[src/rtl/updown_sweep_ctrl.sv]
// Sweep controller for an external up/down saturating counter.
// Each run clears the counter, then repeats SWEEPS times: ramp up to MAX,
// dwell, ramp down to 0, dwell. DONE pulses once at normal completion.
module updown_sweep_ctrl #(
  parameter int unsigned COUNTER_SIZE = 2,
  parameter int unsigned HOLD_CYCLES  = 4,
  parameter int unsigned SWEEPS       = 2
) (
  input  logic                    CLK,
  input  logic                    RST,
  input  logic                    START,
  input  logic                    ABORT,
  input  logic [COUNTER_SIZE-1:0] COUNT_IN,
  output logic                    CNT_EN,
  output logic                    CNT_UP,
  output logic                    CNT_CLR,
  output logic                    BUSY,
  output logic                    DONE,
  output logic [3:0]              SWEEP_CNT
);

  localparam logic [COUNTER_SIZE-1:0] CountMax = '1;
  localparam logic [COUNTER_SIZE-1:0] CountMin = '0;
  localparam bit                      HoldSkip = (HOLD_CYCLES == 0);
  // Hold counter counts down to 0 inclusive, so load one less than the dwell.
  localparam logic [7:0] HoldLoad    = HoldSkip ? 8'd0 : 8'(HOLD_CYCLES - 1);
  localparam logic [3:0] SweepsTotal = 4'(SWEEPS);

  typedef enum logic [2:0] {
    StIdle,
    StClear,
    StRampUp,
    StHoldHi,
    StRampDn,
    StHoldLo,
    StDone
  } state_e;

  state_e     state_q, state_d;
  logic [7:0] hold_q, hold_d;
  logic [3:0] sweep_q, sweep_d;
  logic [3:0] sweep_inc;
  logic       sweep_end;
  logic       en_d, up_d, clr_d, busy_d, done_d;

  assign sweep_inc = sweep_q + 4'd1;
  assign SWEEP_CNT = sweep_q;

  // Next-state, hold timer and sweep counter; ABORT overrides normal flow.
  always_comb begin
    state_d   = state_q;
    hold_d    = hold_q;
    sweep_d   = sweep_q;
    sweep_end = 1'b0;
    unique case (state_q)
      StIdle: begin
        if (START) state_d = StClear;
      end
      StClear: begin
        state_d = StRampUp;
        sweep_d = '0;
      end
      StRampUp: begin
        if (COUNT_IN == CountMax) begin
          if (HoldSkip) begin
            state_d = StRampDn;
          end else begin
            state_d = StHoldHi;
            hold_d  = HoldLoad;
          end
        end
      end
      StHoldHi: begin
        if (hold_q == 8'd0) state_d = StRampDn;
        else                hold_d  = hold_q - 8'd1;
      end
      StRampDn: begin
        if (COUNT_IN == CountMin) begin
          if (HoldSkip) begin
            sweep_end = 1'b1;
          end else begin
            state_d = StHoldLo;
            hold_d  = HoldLoad;
          end
        end
      end
      StHoldLo: begin
        if (hold_q == 8'd0) sweep_end = 1'b1;
        else                hold_d    = hold_q - 8'd1;
      end
      StDone: begin
        state_d = StIdle;
      end
      default: begin
        state_d = StIdle;
      end
    endcase

    // Next sweep restarts at RAMP_UP directly: the counter already sits at 0.
    if (sweep_end) begin
      sweep_d = sweep_inc;
      state_d = (sweep_inc == SweepsTotal) ? StDone : StRampUp;
    end

    if (ABORT && (state_q != StIdle) && (state_q != StDone)) begin
      state_d = StIdle;
      hold_d  = '0;
      sweep_d = sweep_q;
    end
  end

  // Output decode of the upcoming state, so registered outputs track state_q.
  always_comb begin
    en_d   = 1'b0;
    up_d   = 1'b0;
    clr_d  = 1'b0;
    busy_d = 1'b0;
    done_d = 1'b0;
    unique case (state_d)
      StClear:  begin clr_d = 1'b1; busy_d = 1'b1; end
      StRampUp: begin en_d  = 1'b1; up_d   = 1'b1; busy_d = 1'b1; end
      StHoldHi: begin up_d  = 1'b1; busy_d = 1'b1; end
      StRampDn: begin en_d  = 1'b1; busy_d = 1'b1; end
      StHoldLo: begin busy_d = 1'b1; end
      StDone:   begin done_d = 1'b1; end
      default:  begin end
    endcase
  end

  // State, timers and registered Moore outputs with synchronous reset.
  always_ff @(posedge CLK) begin
    if (RST) begin
      state_q <= StIdle;
      hold_q  <= '0;
      sweep_q <= '0;
      CNT_EN  <= 1'b0;
      CNT_UP  <= 1'b0;
      CNT_CLR <= 1'b0;
      BUSY    <= 1'b0;
      DONE    <= 1'b0;
    end else begin
      state_q <= state_d;
      hold_q  <= hold_d;
      sweep_q <= sweep_d;
      CNT_EN  <= en_d;
      CNT_UP  <= up_d;
      CNT_CLR <= clr_d;
      BUSY    <= busy_d;
      DONE    <= done_d;
    end
  end

endmodule

[config.mk]
export PLATFORM = sky130hd
export DESIGN_NAME = updown_sweep_ctrl
export DESIGN_NICKNAME = d
export VERILOG_FILES = /design/src/rtl/updown_sweep_ctrl.sv
export SDC_FILE = /design/constraint.sdc
export NUM_CORES = 1
export LEC_CHECK = 0
export ABC_AREA = 1
export CORE_MARGIN = 8
export CORE_UTILIZATION = 56
export DETAILED_ROUTE_END_ITERATION = 16
export PLACE_DENSITY = 0.8
export SLEW_MARGIN = 20
export SYNTH_ARGS = -nofsm -noshare
export SYNTH_HDL_FRONTEND = slang
export SYNTH_SLANG_ARGS = --single-unit
[constraint.sdc]
create_clock -name CLK -period 3.3 [get_ports CLK]
set_input_delay 0.66 -clock CLK [delete_from_list [all_inputs] [get_ports CLK]]
set_output_delay 0.66 -clock CLK [all_outputs]
set_load 0.05 [all_outputs]
Word level (Yosys, flattened, before mapping)
Cells that the tools add are included.
{ "op_classes": {"reduce_logical": 15, "bitwise_logic": 1, "mux": 21, "eq_ne": 17, "addsub": 2} }
{ "op_table": {"columns": ["cell", "count"], "rows": [
  ["$mux W8", 3],
  ["$pmux W8 S3", 1],
  ["$mux W3", 7],
  ["$pmux W3 S6", 1],
  ["$eq A3 B3 Y1 const B", 5],
  ["$eq A3 B2 Y1 const B", 4],
  ["$logic_not A8 Y1", 1],
  ["$mux W4", 2],
  ["$reduce_or A2 Y1", 4],
  ["$sub A8 B1 Y8 const B", 1],
  ["$mux W1", 7],
  ["$eq A3 B1 Y1 const B", 2],
  ["$ne A2 B2 Y1 const B", 3],
  ["$reduce_bool A3 Y1", 2],
  ["$reduce_or A5 Y1", 1],
  ["$add A4 B1 Y4 const B", 1],
  ["$eq A4 B2 Y1 const B", 1],
  ["$reduce_and A4 Y1", 1],
  ["$logic_not A3 Y1", 1],
  ["$ne A3 B3 Y1 const B", 1],
  ["$eq A2 B2 Y1 const B", 1],
  ["$logic_and A1 B1 Y1", 2],
  ["$logic_not A2 Y1", 1],
  ["$reduce_and A2 Y1", 1],
  ["other kinds (2)", 2]
]} }
{ "totals": {"output_inout_bits": 9, "reg_bits": 20, "elab_cells": 64, "input_bits": 6} }

Longest topological paths before layout
Gate-level depths: netlist (run 1).
{ "depth": {"depth_word": 8, "ltp_mapped": 11, "ltp_nobuf": 11} }

Worst setup path before layout (run 1)
OpenSTA, ideal clock, no wires.
{ "synth_path": {"kind": "reg-to-reg", "startpoint": "register sweep_q[0], in the netlist SWEEP_CNT[0]", "endpoint": "register CNT_EN", "slack_ns": 1.570, "required_ns": 3.190, "synth_period_minus_slack_ns": 1.730, "setup_time_ns": 0.110, "arrival_time_ns": 1.620, "path_stages_with_launch": 11, "path_buffers": 0, "path_cell_list": "dfxtp_1 ha_1 inv_1 nand2_1 nand3_1 nor2_1 nor2_1 nor2_1 nand2_1 nand2_1 nor2_1"} }
{ "synth_via": {"elab_chain_cells": 8, "elab_cells_between_ends": 9, "classes_between": "1 x add/sub; 3 x eq/ne; 4 x mux; 1 x reduce/logical"} }
{ "synth_lines": {"columns": ["item", "line", "rtl"], "rows": [
  ["start: declaration", "41", "logic [3:0] sweep_q, sweep_d;"],
  ["start signal: assignment", "144", "sweep_q <= sweep_d;"],
  ["$add A4 B1 Y4 *", "46", "assign sweep_inc = sweep_q + 4'd1;"],
  ["$eq A4 B2 Y1 *", "102", "state_d = (sweep_inc == SweepsTotal) ? StDone : StRampUp;"],
  ["$mux W3 *", "102", null],
  ["$mux W3 *", "100", "if (sweep_end) begin"],
  ["$mux W3 *", "105", "if (ABORT && (state_q != StIdle) && (state_q != StDone)) begin"],
  ["$eq A3 B3 Y1 or $eq A3 B2 Y1 (tied branches)", "119", "unique case (state_d)"],
  ["$reduce_or A2 Y1 (no source line) *", null, null],
  ["$mux W1 *", "119", null],
  ["end signal: assignment", "145", "CNT_EN <= en_d;"],
  ["end: declaration", "14", "output logic CNT_EN,"]
]} }
Mark *: on every way between the ends. The rest lies on a longest branch, timed or not.
A chain may end at the register's enable or synchronous reset.

Worst setup path after layout (run 1)
{ "layout_path": {"startpoint": "register sweep_q[0], in the netlist SWEEP_CNT[0]", "endpoint": "output SWEEP_CNT[0]"} }
{ "layout_lines": {"columns": ["item", "line", "rtl"], "rows": [
  ["end: declaration", "19", "output logic [3:0] SWEEP_CNT"]
]} }
No word-level cell between the ends.

==> impl_metrics.env, run 1 <==
export IMPL_status="finished, final reports clean"
export IMPL_antenna_left=0
export IMPL_end_kind="primary output"
export IMPL_fmax_mhz=440
export IMPL_syn_nets=203
export IMPL_ir_drop_mv=0.290
export IMPL_holdWs_ns=0.492
export IMPL_synth_largest_area_cell="dfxtp_1"
export IMPL_die_w_um=63.0
export IMPL_antenna_cells=0
export IMPL_worst_pin_slew_ns=0.517
export IMPL_synth_area_um2=1230
export IMPL_yosysWarnings=0
export IMPL_cts_setup_buffers=0
export IMPL_critPathMaxFanout=8
export IMPL_wl_per_cell_um=11.1
export IMPL_clk_pin_slew_ns=0.10
export IMPL_holdCritPathClass="reg -> reg"
export IMPL_antenna_found_initial=0
export IMPL_grt_usage=0.135
export IMPL_multi_input_area_um2=739
export IMPL_worst_path_buf_inv=1
export IMPL_cts_root_buf="clkbuf_4"
export IMPL_grt_pass1_vias=1075
export IMPL_hpwl_um=2080
export IMPL_setup_viol=0
export IMPL_worst_setup_path_start_kind="flop"
export IMPL_ys_flop_type="dfxtp_1"
export IMPL_critPathTopFamily="buffers and inverters"
export IMPL_finalCriticalPeriod_ns=2.27
export IMPL_rsz0062_at_grt="no"
export IMPL_p_switching_uw=204
export IMPL_clock_skew_ns=0.00292
export IMPL_synth_distinct_cells=24
export IMPL_register_area_um2=400
export IMPL_grt_max_degree=11
export IMPL_synth_commonest_cells="nand2_1 (58), nor2_1 (28), dfxtp_1 (20)"
export IMPL_p_int_uw=364
export IMPL_synth_seq_area_share=0.324
export IMPL_cts_buffers=3
export IMPL_fillers=203
export IMPL_p_sw_frac=0.360
export IMPL_place_congestion=0.836
export IMPL_ys_seq_elements=20
export IMPL_cts_buffer_depth=2
export IMPL_synthArstFlopShare=0
export IMPL_die_h_um=63.0
export IMPL_syn_area_per_cell_um2=6.40
export IMPL_rows=17
export IMPL_cpPeakStageDelay_ns=0.85
export IMPL_crit_chain="clkdlybuf4s50_1"
export IMPL_critPathSlowestCell="clkdlybuf4s50_1"
export IMPL_pwr_share_comb=0.336
export IMPL_synthCells=193
export IMPL_num_vias=1243
export IMPL_yosys_top_cells_area="dfxtp_1 (32%), nand2_1 (18%), nor2_1 (8.5%), nand3_1 (6.9%), inv_1 (5.5%)"
export IMPL_via_per_inst=5.27
export IMPL_finalCritPeriodShare=0.689
export IMPL_p_leak_nw=0.658
export IMPL_cts_sinks=20
export IMPL_holdBufCountCts=0
export IMPL_layout_drive_gt1_share=0.101
export IMPL_slew_headroom=0.654
export IMPL_power_frac_clock=0.197
export IMPL_power_share_sequential=0.468
export IMPL_die_area_um2=3960
export IMPL_port_buffer_count=14
export IMPL_drc_errors=0
export IMPL_insertion_delay_ns=0.29
export IMPL_cts_repair_resized=0
export IMPL_ios=15
export IMPL_final_setup_tns_ns=0
export IMPL_htreeDepth=1
export IMPL_drt_iter0_markers=68
export IMPL_worst_ep_required_time_ns=2.64
export IMPL_wirelength_um=2610
export IMPL_tritoncts="built"
export IMPL_area_growth_pct=15.3
export IMPL_powerDensity_nw_per_um2=399
export IMPL_dr_pass1_iters=4
export IMPL_nets=220
export IMPL_slew_violations=0
export IMPL_initial_utilization=0.575
export IMPL_grt_ovfl_total=0
export IMPL_fp_coreArea_um2=2150
export IMPL_grt_pass1_wl_um=4620
export IMPL_drv_cap=0
export IMPL_synth_top_area_share=0.324
export IMPL_final_hold_viol_count=0
export IMPL_cp_arrival_ns=1.61
export IMPL_yosysMostFrequentCell="nand2_1"
export IMPL_synth_edf_count=0
export IMPL_worstSetupPathType="reg -> out"
cell type report:
cell class | instances | area share
Clock buffer | 3 | 0.0158
Inverter | 23 | 0.0606
Multi-Input combinational cell | 148 | 0.519
Sequential cell | 20 | 0.281
Tap cell | 28 | 0.0246
Timing Repair Buffer | 14 | 0.0984
metal layers:
layer / wire (um) / track usage
met1: 1170 / 0.168
met3: 156 / 0.0341
met4: 34 / 0.0513
met2: 1250 / 0.218
met5: 0 / 0
per-stage QoR:
step / setup slack (ns) / total power [mW] / area [um^2] / std cells / utilization
final: 1.03 / 0.568 / 1420 / 236 / 0.663
after CTS: 1.01 / 0.571 / 1420 / 236 / 0.663
after global placement: 1.36 / 0.458 / 1400 / 233 / 0.652
after detailed placement: 1.32 / 0.461 / 1400 / 233 / 0.652
after global routing: 0.938 / 0.609 / 1420 / 236 / 0.663
after floorplan: 1.57 / 0.419 / 1230 / 193 / -
logic make-up after synthesis:
kind of cell,after synthesis,share of synthesized area
buffers and inverters,25,0.0770
adders and majority gates,4,0.0405
AOI/OAI and AO/OA,18,0.0811
and+or+nand+nor,121,0.442
xor gates and xnor gates,5,0.0355
DFF,20,0.324
power by group through the flow:
stage / Sequential, mW / Combinational (mW) / Clock (mW)
after CTS: 0.266 / 0.191 / 0.114
after floorplan: 0.292 / 0.127 / 0
after detailed placement: 0.271 / 0.190 / 0
after global routing: 0.268 / 0.214 / 0.126
final: 0.266 / 0.191 / 0.112
after global placement: 0.271 / 0.187 / 0
flip-flops by register name, summed over array words and instances, names as in the netlist:
| signal | cells |
|---|---|
| CNT_UP | 1 |
| SWEEP_CNT | 4 |
| hold_q | 8 |
| BUSY | 1 |
| CNT_EN | 1 |
| CNT_CLR | 1 |
| DONE | 1 |
| state_q | 3 |
placed cells by master, fill, tap and decap left out:
| master | synthesis | layout |
|---|---|---|
| inv_2 | 5 | 5 |
| ha_1 | 4 | 4 |
| o21ai_2 | 1 | 1 |
| xor2_1 | 3 | 3 |
| clkbuf_4 | 0 | 3 |
| clkdlybuf4s50_1 | 0 | 14 |
| o21a_1 | 1 | 1 |
| nand4_2 | 1 | 1 |
| dfxtp_1 | 20 | 20 |
| nand3_1 | 17 | 17 |
| inv_1 | 18 | 18 |
| nor3_1 | 3 | 3 |
| nor2_2 | 2 | 2 |
| a21oi_1 | 12 | 12 |
| nand3_2 | 1 | 1 |
| nor2_1 | 28 | 28 |
| xnor2_1 | 2 | 2 |
| nand2_1 | 58 | 58 |
| a21oi_2 | 1 | 1 |
| nand4_1 | 4 | 4 |
| o21ai_0 | 3 | 3 |
| nor3_2 | 1 | 1 |
| nand2_2 | 3 | 3 |
| nor2_4 | 3 | 3 |
final timing paths:
kind / start / to / slack [ns] / cells after the start
worst min register to register: hold_q[0] / hold_q[0] / 0.49 / 2
worst max-delay path: SWEEP_CNT[0] / SWEEP_CNT[0] / 1.03 / 1
worst min-delay path: hold_q[0] / hold_q[0] / 0.49 / 2
worst max register to register: hold_q[0] / CNT_EN / 1.71 / 10
(Power assumes the default switching activity.)
==> run 2: changes to the inputs <==
--- a/config.mk
+++ b/config.mk
@@ -7,9 +7,9 @@
 export LEC_CHECK = 0
 export ABC_AREA = 1
 export CORE_MARGIN = 8
-export CORE_UTILIZATION = 56
+export CORE_UTILIZATION = 49
 export DETAILED_ROUTE_END_ITERATION = 16
-export PLACE_DENSITY = 0.8
+export PLACE_DENSITY = 0.74
 export SLEW_MARGIN = 20
 export SYNTH_ARGS = -nofsm -noshare
 export SYNTH_HDL_FRONTEND = slang
==> constraint.sdc (replaced) <==
create_clock -name CLK -period 1.84 [get_ports CLK]
set_input_delay 0.368 -clock CLK [delete_from_list [all_inputs] [get_ports CLK]]
set_output_delay 0.368 -clock CLK [all_outputs]
set_load 0.05 [all_outputs]
==> impl_metrics.env, run 2 (synthesized netlist as in run 1, its figures left out) <==
export IMPL_largest_reg_flops=8
export IMPL_hold_path_end="hold_q[1]"
export IMPL_power_share_sequential=0.465
export IMPL_insertion_delay_ns=0.30
export IMPL_regMostFlops="hold_q"
export IMPL_rows=18
export IMPL_power_mw=1.03
export IMPL_drv_cap=0
export IMPL_grt_max_degree=11
export IMPL_critPathMaxFanout=5
export IMPL_slew_headroom=0.792
export IMPL_worst_ep_required_time_ns=2.05
export IMPL_holdBufCountCts=0
export IMPL_cts_buffer_depth=2
export IMPL_antenna_cells=0
export IMPL_num_vias=1230
export IMPL_layout_drive_gt1_share=0.148
export IMPL_drt_iter0_markers=92
export IMPL_pwr_share_comb=0.332
export IMPL_ios=15
export IMPL_clk_pin_slew_ns=0.11
export IMPL_htreeDepth=1
export IMPL_crit_top_cell="nor2_1"
export IMPL_place_congestion=0.879
export IMPL_grt_busiest_layer="met2"
export IMPL_end_kind="flop"
export IMPL_initial_utilization=0.508
export IMPL_power_frac_clock=0.203
export IMPL_die_area_um2=4380
export IMPL_powerDensity_nw_per_um2=728
export IMPL_antenna_found_initial=0
export IMPL_antenna_left=0
export IMPL_p_sw_frac=0.367
export IMPL_cts_root_buf="clkbuf_4"
export IMPL_clock_skew_ns=0.00218
export IMPL_die_h_um=66.2
export IMPL_ir_drop_mv=0.591
export IMPL_whs_path_depth=2
export IMPL_cts_setup_buffers=0
export IMPL_worst_setup_path_start_kind="flop"
export IMPL_tritoncts="built"
export IMPL_finalCritPeriodShare=0.853
export IMPL_p_leak_nw=0.680
export IMPL_hpwl_um=2100
export IMPL_wl_per_cell_um=11.2
export IMPL_mostFrequentLayoutCells="nand2_1 (58), nor2_1 (28), dfxtp_1 (20)"
export IMPL_area_growth_pct=14.3
export IMPL_reg2reg_to="CNT_EN"
export IMPL_port_buffer_count=14
export IMPL_globalRouteMet1Util=0.159
export IMPL_holdCritPathClass="reg -> reg"
export IMPL_status="finished, final reports clean"
export IMPL_rsz0062_at_grt="no"
export IMPL_layout_commonest_cell="nand2_1"
export IMPL_finalCriticalPeriod_ns=1.57
export IMPL_holdWs_ns=0.503
export IMPL_fp_coreArea_um2=2430
export IMPL_pre_cts_slack_ns=0.183
export IMPL_p_switching_uw=377
export IMPL_fin_ws_ns=0.271
export IMPL_grt_ovfl_total=0
export IMPL_r2r_start="hold_q[0]"
export IMPL_die_w_um=66.2
export IMPL_multi_input_area_um2=739
export IMPL_placed_cells=236
export IMPL_finalCoreUtilization=0.580
export IMPL_fillers=251
export IMPL_cts_repair_resized=0
export IMPL_hold_path_startpoint="hold_q[1]"
export IMPL_dpl_cell_area_um2=1390
export IMPL_grt_pass1_vias=1176
export IMPL_cp_arrival_ns=1.78
export IMPL_final_setup_tns_ns=0
export IMPL_cpPeakStageDelay_ns=0.37
export IMPL_critPathSlowestCell="dfxtp_1"
export IMPL_rrSetupSlack_ns=0.27
export IMPL_crit_chain="inv_1 -> ha_1 -> nand2_1 -> nor2_4 -> nand2_2 -> nand3_1 -> nor2_1 -> nor2_1 -> nand2_1 -> nor2_1"
export IMPL_cts_sinks=20
export IMPL_worst_pin_slew_ns=0.312
export IMPL_setup_viol=0
export IMPL_grt_pass1_wl_um=4890
export IMPL_via_per_inst=5.15
export IMPL_slew_violations=0
export IMPL_use_met2=0.236
export IMPL_nets=221
export IMPL_register_area_um2=400
export IMPL_grt_usage=0.137
export IMPL_final_hold_viol_count=0
export IMPL_cts_buffers=3
export IMPL_p_int_uw=650
export IMPL_wirelength_um=2670
export IMPL_worstSetupPathType="reg -> reg"
export IMPL_fmax_mhz=637
export IMPL_final_cell_area_um2=1410
export IMPL_drc_errors=0
export IMPL_met3_usage=0.0322
export IMPL_dr_pass1_iters=4
export IMPL_stdcell_count=239
export IMPL_ff2ff_path_depth=10
-- run 2: area by class of cell --
cell class | instances | area share
timing repair buffer | 15 | 0.0887
sequential | 20 | 0.284
inverter | 23 | 0.0612
multi-input combinational | 148 | 0.524
tap | 30 | 0.0266
clock buffer | 3 | 0.0160
-- run 2: how the worst max path moves through the flow --
| stage | start | to | slack (ns) | cells past startpoint |
|---|---|---|---|---|
| 4_1_cts | hold_q[0] | CNT_EN | 0.25 | 10 |
| 3_5_place_dp | COUNT_IN[0] | CNT_EN | 0.18 | 11 |
| 5_1_grt | hold_q[0] | CNT_EN | 0.09 | 10 |
| 6_report | hold_q[0] | CNT_EN | 0.27 | 10 |
| 3_3_place_gp | COUNT_IN[0] | BUSY | 0.21 | 10 |
| 2_1_floorplan | SWEEP_CNT[0] | CNT_EN | 0.11 | 10 |
-- run 2: power by group through the flow --
stage / Sequential [mW] / Combinational, mW / Clock [mW]
finish: 0.478 / 0.341 / 0.208
global route: 0.481 / 0.383 / 0.229
CTS: 0.478 / 0.342 / 0.209
detailed placement: 0.487 / 0.341 / 0
global placement: 0.487 / 0.333 / 0
floorplan: 0.523 / 0.228 / 0
-- run 2: routing by layer --
layer,share of wire,routed length (um)
met5,0,0
met4,0.015,40
met3,0.040,106
met2,0.49,1300
met1,0.46,1220
-- run 2: worst max-delay path: cells and delay by family (launching register included) --
kind                     cells  cell delay, ns
buffers and inverters        1            0.09
flip-flops                   1            0.37
AND/OR/NAND/NOR              8            0.83
adder cells (fa/ha/maj)      1            0.20
